<file path="src/rtl/demux8_deser_if.sv">
// Bit-serial input / byte output bundle for demux8_deser.
// master = producer/consumer side, slave = the deserialiser.
interface demux8_deser_if;
  logic       in;
  logic       in_valid;
  logic       in_ready;
  logic [7:0] data_out;
  logic       out_valid;
  logic       out_ready;
  logic [2:0] slot;
  logic       parity_err;

  modport master (
    output in, in_valid, out_ready,
    input  in_ready, data_out, out_valid, slot, parity_err
  );

  modport slave (
    input  in, in_valid, out_ready,
    output in_ready, data_out, out_valid, slot, parity_err
  );
endinterface

</file>
<file path="src/rtl/demux8_deser.sv">
// Serial-to-parallel collector: steers one bit per beat into a byte, then holds it
// under a valid/ready handshake. Optional trailing even-parity beat: DEMUX8_PARITY_EN.
module demux8_deser #(
  parameter bit MSB_FIRST = 1'b0
) (
  input  logic           clk,
  input  logic           rst,
  input  logic           flush,
  demux8_deser_if.slave  bus
);

`ifdef DEMUX8_PARITY_EN
  localparam int CW = 4;
  localparam logic [CW-1:0] LAST = 4'd8;

  function automatic logic even_par(input logic [7:0] d, input logic p);
    return (^d) ^ p;
  endfunction
`else
  localparam int CW = 3;
  localparam logic [CW-1:0] LAST = 3'd7;
`endif

  typedef enum logic {FILL = 1'b0, HOLD = 1'b1} state_t;

  state_t         state_r, state_s;
  logic [CW-1:0]  cnt_r, cnt_s;
  logic [7:0]     data_r, data_s;
  logic           perr_r, perr_s;
  logic [2:0]     pos_s;
  logic [2:0]     slot_s;
  logic           data_beat_s;

  // The beat counter always ascends; the slot is its (possibly mirrored) image,
  // parked at the starting slot during the parity beat.
  always_comb begin
    pos_s       = cnt_r[2:0];
    data_beat_s = 1'b1;
`ifdef DEMUX8_PARITY_EN
    if (cnt_r[3]) begin
      pos_s       = 3'd0;
      data_beat_s = 1'b0;
    end else begin
      pos_s       = cnt_r[2:0];
      data_beat_s = 1'b1;
    end
`endif
    if (MSB_FIRST) begin
      slot_s = 3'd7 - pos_s;
    end else begin
      slot_s = pos_s;
    end
  end

  // Next-state and datapath update; flush overrides everything.
  always_comb begin
    state_s = state_r;
    cnt_s   = cnt_r;
    data_s  = data_r;
    perr_s  = perr_r;
    if (flush) begin
      state_s = FILL;
      cnt_s   = '0;
      data_s  = 8'h00;
      perr_s  = 1'b0;
    end else begin
      case (state_r)
        FILL: begin
          if (bus.in_valid) begin
            if (data_beat_s) begin
              data_s[slot_s] = bus.in;
            end else begin
              data_s = data_r;
            end
            if (cnt_r == LAST) begin
              cnt_s   = '0;
              state_s = HOLD;
`ifdef DEMUX8_PARITY_EN
              perr_s  = even_par(data_r, bus.in);
`else
              perr_s  = 1'b0;
`endif
            end else begin
              cnt_s = cnt_r + CW'(1);
            end
          end else begin
            state_s = FILL;
          end
        end
        HOLD: begin
          if (bus.out_ready) begin
            state_s = FILL;
            perr_s  = 1'b0;
          end else begin
            state_s = HOLD;
          end
        end
        default: begin
          state_s = FILL;
          cnt_s   = '0;
        end
      endcase
    end
  end

  // State and datapath registers.
  always_ff @(posedge clk or posedge rst) begin
    if (rst) begin
      state_r <= FILL;
      cnt_r   <= '0;
      data_r  <= 8'h00;
      perr_r  <= 1'b0;
    end else begin
      state_r <= state_s;
      cnt_r   <= cnt_s;
      data_r  <= data_s;
      perr_r  <= perr_s;
    end
  end

  assign bus.in_ready   = (state_r == FILL);
  assign bus.out_valid  = (state_r == HOLD);
  assign bus.data_out   = data_r;
  assign bus.slot       = slot_s;
  assign bus.parity_err = perr_r;

endmodule

</file>
<file path="src/flat_wrapper.sv">
// flat-port wrapper written by rule: the top's interface ports become plain ports
module demux8_deser_flat 
#(
  parameter bit MSB_FIRST = 1'b0
)
  (clk, rst, flush, bus_in, bus_in_valid, bus_out_ready, bus_in_ready, bus_data_out, bus_out_valid, bus_slot, bus_parity_err);
  demux8_deser_if bus_i ();
  input  logic clk;
  input  logic rst;
  input  logic flush;
  input wire logic [$bits(bus_i.in)-1:0] bus_in;
  input wire logic [$bits(bus_i.in_valid)-1:0] bus_in_valid;
  input wire logic [$bits(bus_i.out_ready)-1:0] bus_out_ready;
  output wire logic [$bits(bus_i.in_ready)-1:0] bus_in_ready;
  output wire logic [$bits(bus_i.data_out)-1:0] bus_data_out;
  output wire logic [$bits(bus_i.out_valid)-1:0] bus_out_valid;
  output wire logic [$bits(bus_i.slot)-1:0] bus_slot;
  output wire logic [$bits(bus_i.parity_err)-1:0] bus_parity_err;
  assign bus_i.in = bus_in;
  assign bus_i.in_valid = bus_in_valid;
  assign bus_i.out_ready = bus_out_ready;
  assign bus_in_ready = bus_i.in_ready;
  assign bus_data_out = bus_i.data_out;
  assign bus_out_valid = bus_i.out_valid;
  assign bus_slot = bus_i.slot;
  assign bus_parity_err = bus_i.parity_err;
  demux8_deser #(.MSB_FIRST(MSB_FIRST)) u_core (.clk(clk), .rst(rst), .flush(flush), .bus(bus_i));
endmodule
</file>
<file path="config.mk">
export PLATFORM = sky130hd
export DESIGN_NAME = demux8_deser_flat
export DESIGN_NICKNAME = d
export VERILOG_FILES = /design/src/rtl/demux8_deser_if.sv /design/src/rtl/demux8_deser.sv /design/src/flat_wrapper.sv
export SDC_FILE = /design/constraint.sdc
export NUM_CORES = 1
export LEC_CHECK = 0
export BUFFER_PORTS_ARGS = -buffer_cell sky130_fd_sc_hd__buf_2
export CAP_MARGIN = 20
export CELL_PAD_IN_SITES_DETAIL_PLACEMENT = 1
export CELL_PAD_IN_SITES_GLOBAL_PLACEMENT = 1
export CORE_ASPECT_RATIO = 1.25
export CORE_MARGIN = 1
export CORE_UTILIZATION = 34
export CTS_BUF_LIST = sky130_fd_sc_hd__clkbuf_4
export DETAILED_ROUTE_END_ITERATION = 6
export HOLD_SLACK_MARGIN = 0.1
export PLACE_DENSITY_LB_ADDON = 0.1
export SLEW_MARGIN = 40
export SYNTH_ARGS = -nofsm -noshare
export SYNTH_HDL_FRONTEND = slang
export SYNTH_SLANG_ARGS = --single-unit
</file>
<file path="constraint.sdc">
create_clock -name clk -period 1.04 [get_ports clk]
set_input_delay 0.052 -clock clk [delete_from_list [all_inputs] [get_ports clk]]
set_output_delay 0.052 -clock clk [all_outputs]
set_load 0.01 [all_outputs]
</file>
==> results.json <==
{
  "outcome": "complete, but fails checks",
  "failed_checks": "negative setup slack",
  "max_freq_mhz": 861.3,
  "vias_per_cell": 4.973,
  "clock_tree.buffer_depth": 2,
  "insertion_delay_ps": 280,
  "dp_cells": 101,
  "die-area_um2": 2020,
  "worst_slack_ps": -121.0,
  "worstSetupStartpointType": "register",
  "synth_cells": 61,
  "endpoint_kind": "register",
  "h-tree-depth": 1,
  "drc_errors": 0,
  "cts_tree": "built",
  "critical_path.slowest_cell": "dfrtp_2",
  "crit_arrival_ps": 1320,
  "vias": 547,
  "postLayoutCellArea_um2": 952.2,
  "grt_pass1_vias": 544,
  "num-nets-final": 100,
  "hold_viol": 0,
  "drive_gt1_share_pct": 56.04,
  "hp-class": "in2reg",
  "worstPathCellList": "ha_4 -> ha_4 -> mux2i_1 -> nor2_1",
  "finClkSkew_ps": 14.04,
  "wl_um": 1496,
  "ys_ff_latch": 12,
  "critPathBufInv": 0,
  "overflow": 0,
  "ys_seq_area_share_pct": 47.90,
  "cp_top_family": "flip-flops",
  "synth.distinct_cells": 15,
  "first_pass_iters": 2,
  "antenna_found_initial": 0,
  "cpPeakStageDelay_ps": 460,
  "final.fill_count": 195,
  "initial_utilization_pct": 35.94,
  "required_ps": 1190,
  "p_leak_nw": 0.5079,
  "synth_top_area_share_pct": 47.90,
  "io_pins": 20,
  "ir_drop_mv": 0.7483,
  "power.density_nw_per_um2": 1046,
  "grt_max_degree": 13,
  "core-area_um2": 1744,
  "yosys.area.top_type": "dfrtp_1",
  "syn_to_final_growth_pct": 51.90,
  "synth_area_per_cell_um2": 10.28,
  "n_antenna_cell": 0,
  "slew_viol_final": 0,
  "critical_path_class": "reg2reg",
  "yosys-top-cells-area": "dfrtp_1 (48%), mux2i_1 (18%), nand2b_1 (9.0%), ha_1 (4.0%), nor2b_1 (4.0%)",
  "rows": 17,
  "synth.cell_area_um2": 626.9,
  "gp_congestion": 0.6304,
  "post-route-util_pct": 54.59,
  "yosysWarnings": 0,
  "dpl.hpwl_um": 1033,
  "cts.sinks": 12,
  "root_buffer": "clkbuf_4",
  "finalCriticalPeriod_ps": 1161,
  "clk_pin_slew_ps": 80,
  "final_common_cell": "buf_2",
  "post_drt_wl_per_cell_um": 13.60,
  "pre_cts_ws_ps": -97.95,
  "grt_usage_pct": 18.06,
  "cp_common_cell": "ha_4",
  "io_buffers": 18,
  "layout_common_cells": "buf_2 (15), mux2i_1 (11), nand2b_1 (9), dfrtp_1 (8), buf_6 (7)",
  "synthesis.nets": 69,
  "rsz0062_at_grt": "true",
  "setup_viol": 14,
  "path_max_fanout": 5,
  "dpl_cell_area_um2": 802.0,
  "fin_crit_sh_pct": 111.6,
  "grt_pass1_wl_um": 2421,
  "final_antenna_net_count": 0,
  "cts_buffers": 3,
  "final_cells": 110,
  "die_x_um": 40.41,
  "drv_cap": 0,
  "die_h_um": 50.01,
  "drt_iter0_drc": 2
}
==> registers in the layout, summed over array words and instances, names as in the netlist <==
signal / count
u_core.bus.slot: 3
u_core.bus.data_out: 8
u_core.bus.out_valid: 1
==> cell usage after synthesis <==
library cell  number
dfrtp_1           12
nand2b_1           9
buf_4              1
nor2b_1            4
and3b_2            1
clkbuf_1           2
inv_1              2
nor2_1             6
a31oi_1            1
nand2_1            6
ha_1               2
nand3_1            2
mux2i_1           11
nor3b_2            1
conb_1             1
==> area by class of cell <==
class | instances | area [um2] | share of cell area [%]
Timing Repair Buffer | 29 | 209.0 | 21.94
Sequential cell | 12 | 305.3 | 32.06
Clock buffer | 4 | 30.03 | 3.154
Inverter | 2 | 10.01 | 1.051
Tap cell | 19 | 23.77 | 2.497
Multi-Input combinational cell | 44 | 374.1 | 39.29
==> report_power, final <==
group / internal, mW / switching (mW)
Clock: 0.175 / 0.155
Sequential: 0.481 / 0.0157
Combinational: 0.0889 / 0.0814
Total: 0.744 / 0.252
==> metrics by stage <==
step	power, mW	setup TNS, ps	hold WS (ps)
after global placement	0.6419	-427.0	93.31
after global routing	1.040	-1652	119.1
after floorplan	0.5862	-200.2	-83.50
final	0.9957	-782.1	102.3
after detailed placement	0.6430	-540.1	97.56
after CTS	0.9976	-867.4	102.0
==> cells by family after synthesis <==
group           count (synthesis)  synth area share, %
simple gates                   29                25.35
flops                          12                47.90
fa+ha+maj                       2                3.991
buf+inv                         5                3.594
other cells                     1               0.5982
compound gates                  1               0.9986
mux                            11                17.57
==> repair_timing <==
item	in CTS	in global routing
hold buffers	1	0
pin swaps	9	3
gates resized for setup	18	4
endpoints found under the setup margin	15	17
gates cloned	0	0
buffers inserted	0	5
hold endpoints to repair	12	0
==> worst paths after layout <==
kind	from	to	slack, ps	depth (start not counted)
min in group asynchronous	rst	u_core.bus.data_out[5]	330	3
setup / recovery	u_core.bus.slot[0]	u_core.bus.slot[2]	-120	4
setup reg to reg	u_core.bus.slot[0]	u_core.bus.slot[2]	-120	4
hold reg to reg	u_core.bus.data_out[1]	u_core.bus.data_out[1]	540	2
hold / removal	flush	u_core.bus.slot[1]	100	3
max in group asynchronous	rst	u_core.bus.out_valid	350	3
==> metal layers <==
metal	global-route usage, %	vias up	part of all wire [%]
met5	0	-	0
met4	10.00	0	2.3
met3	2.703	4	3.3
met2	29.37	15	57
met1	21.22	268	38
li1	-	260	-
==> worst register-to-register path, cell delays in order, from the launching register on <==
cell	delay [ps]
dfrtp_2	460
ha_4	180
ha_4	200
mux2i_1	150
nor2_1	50
Power figures use the tool's default switching activity.
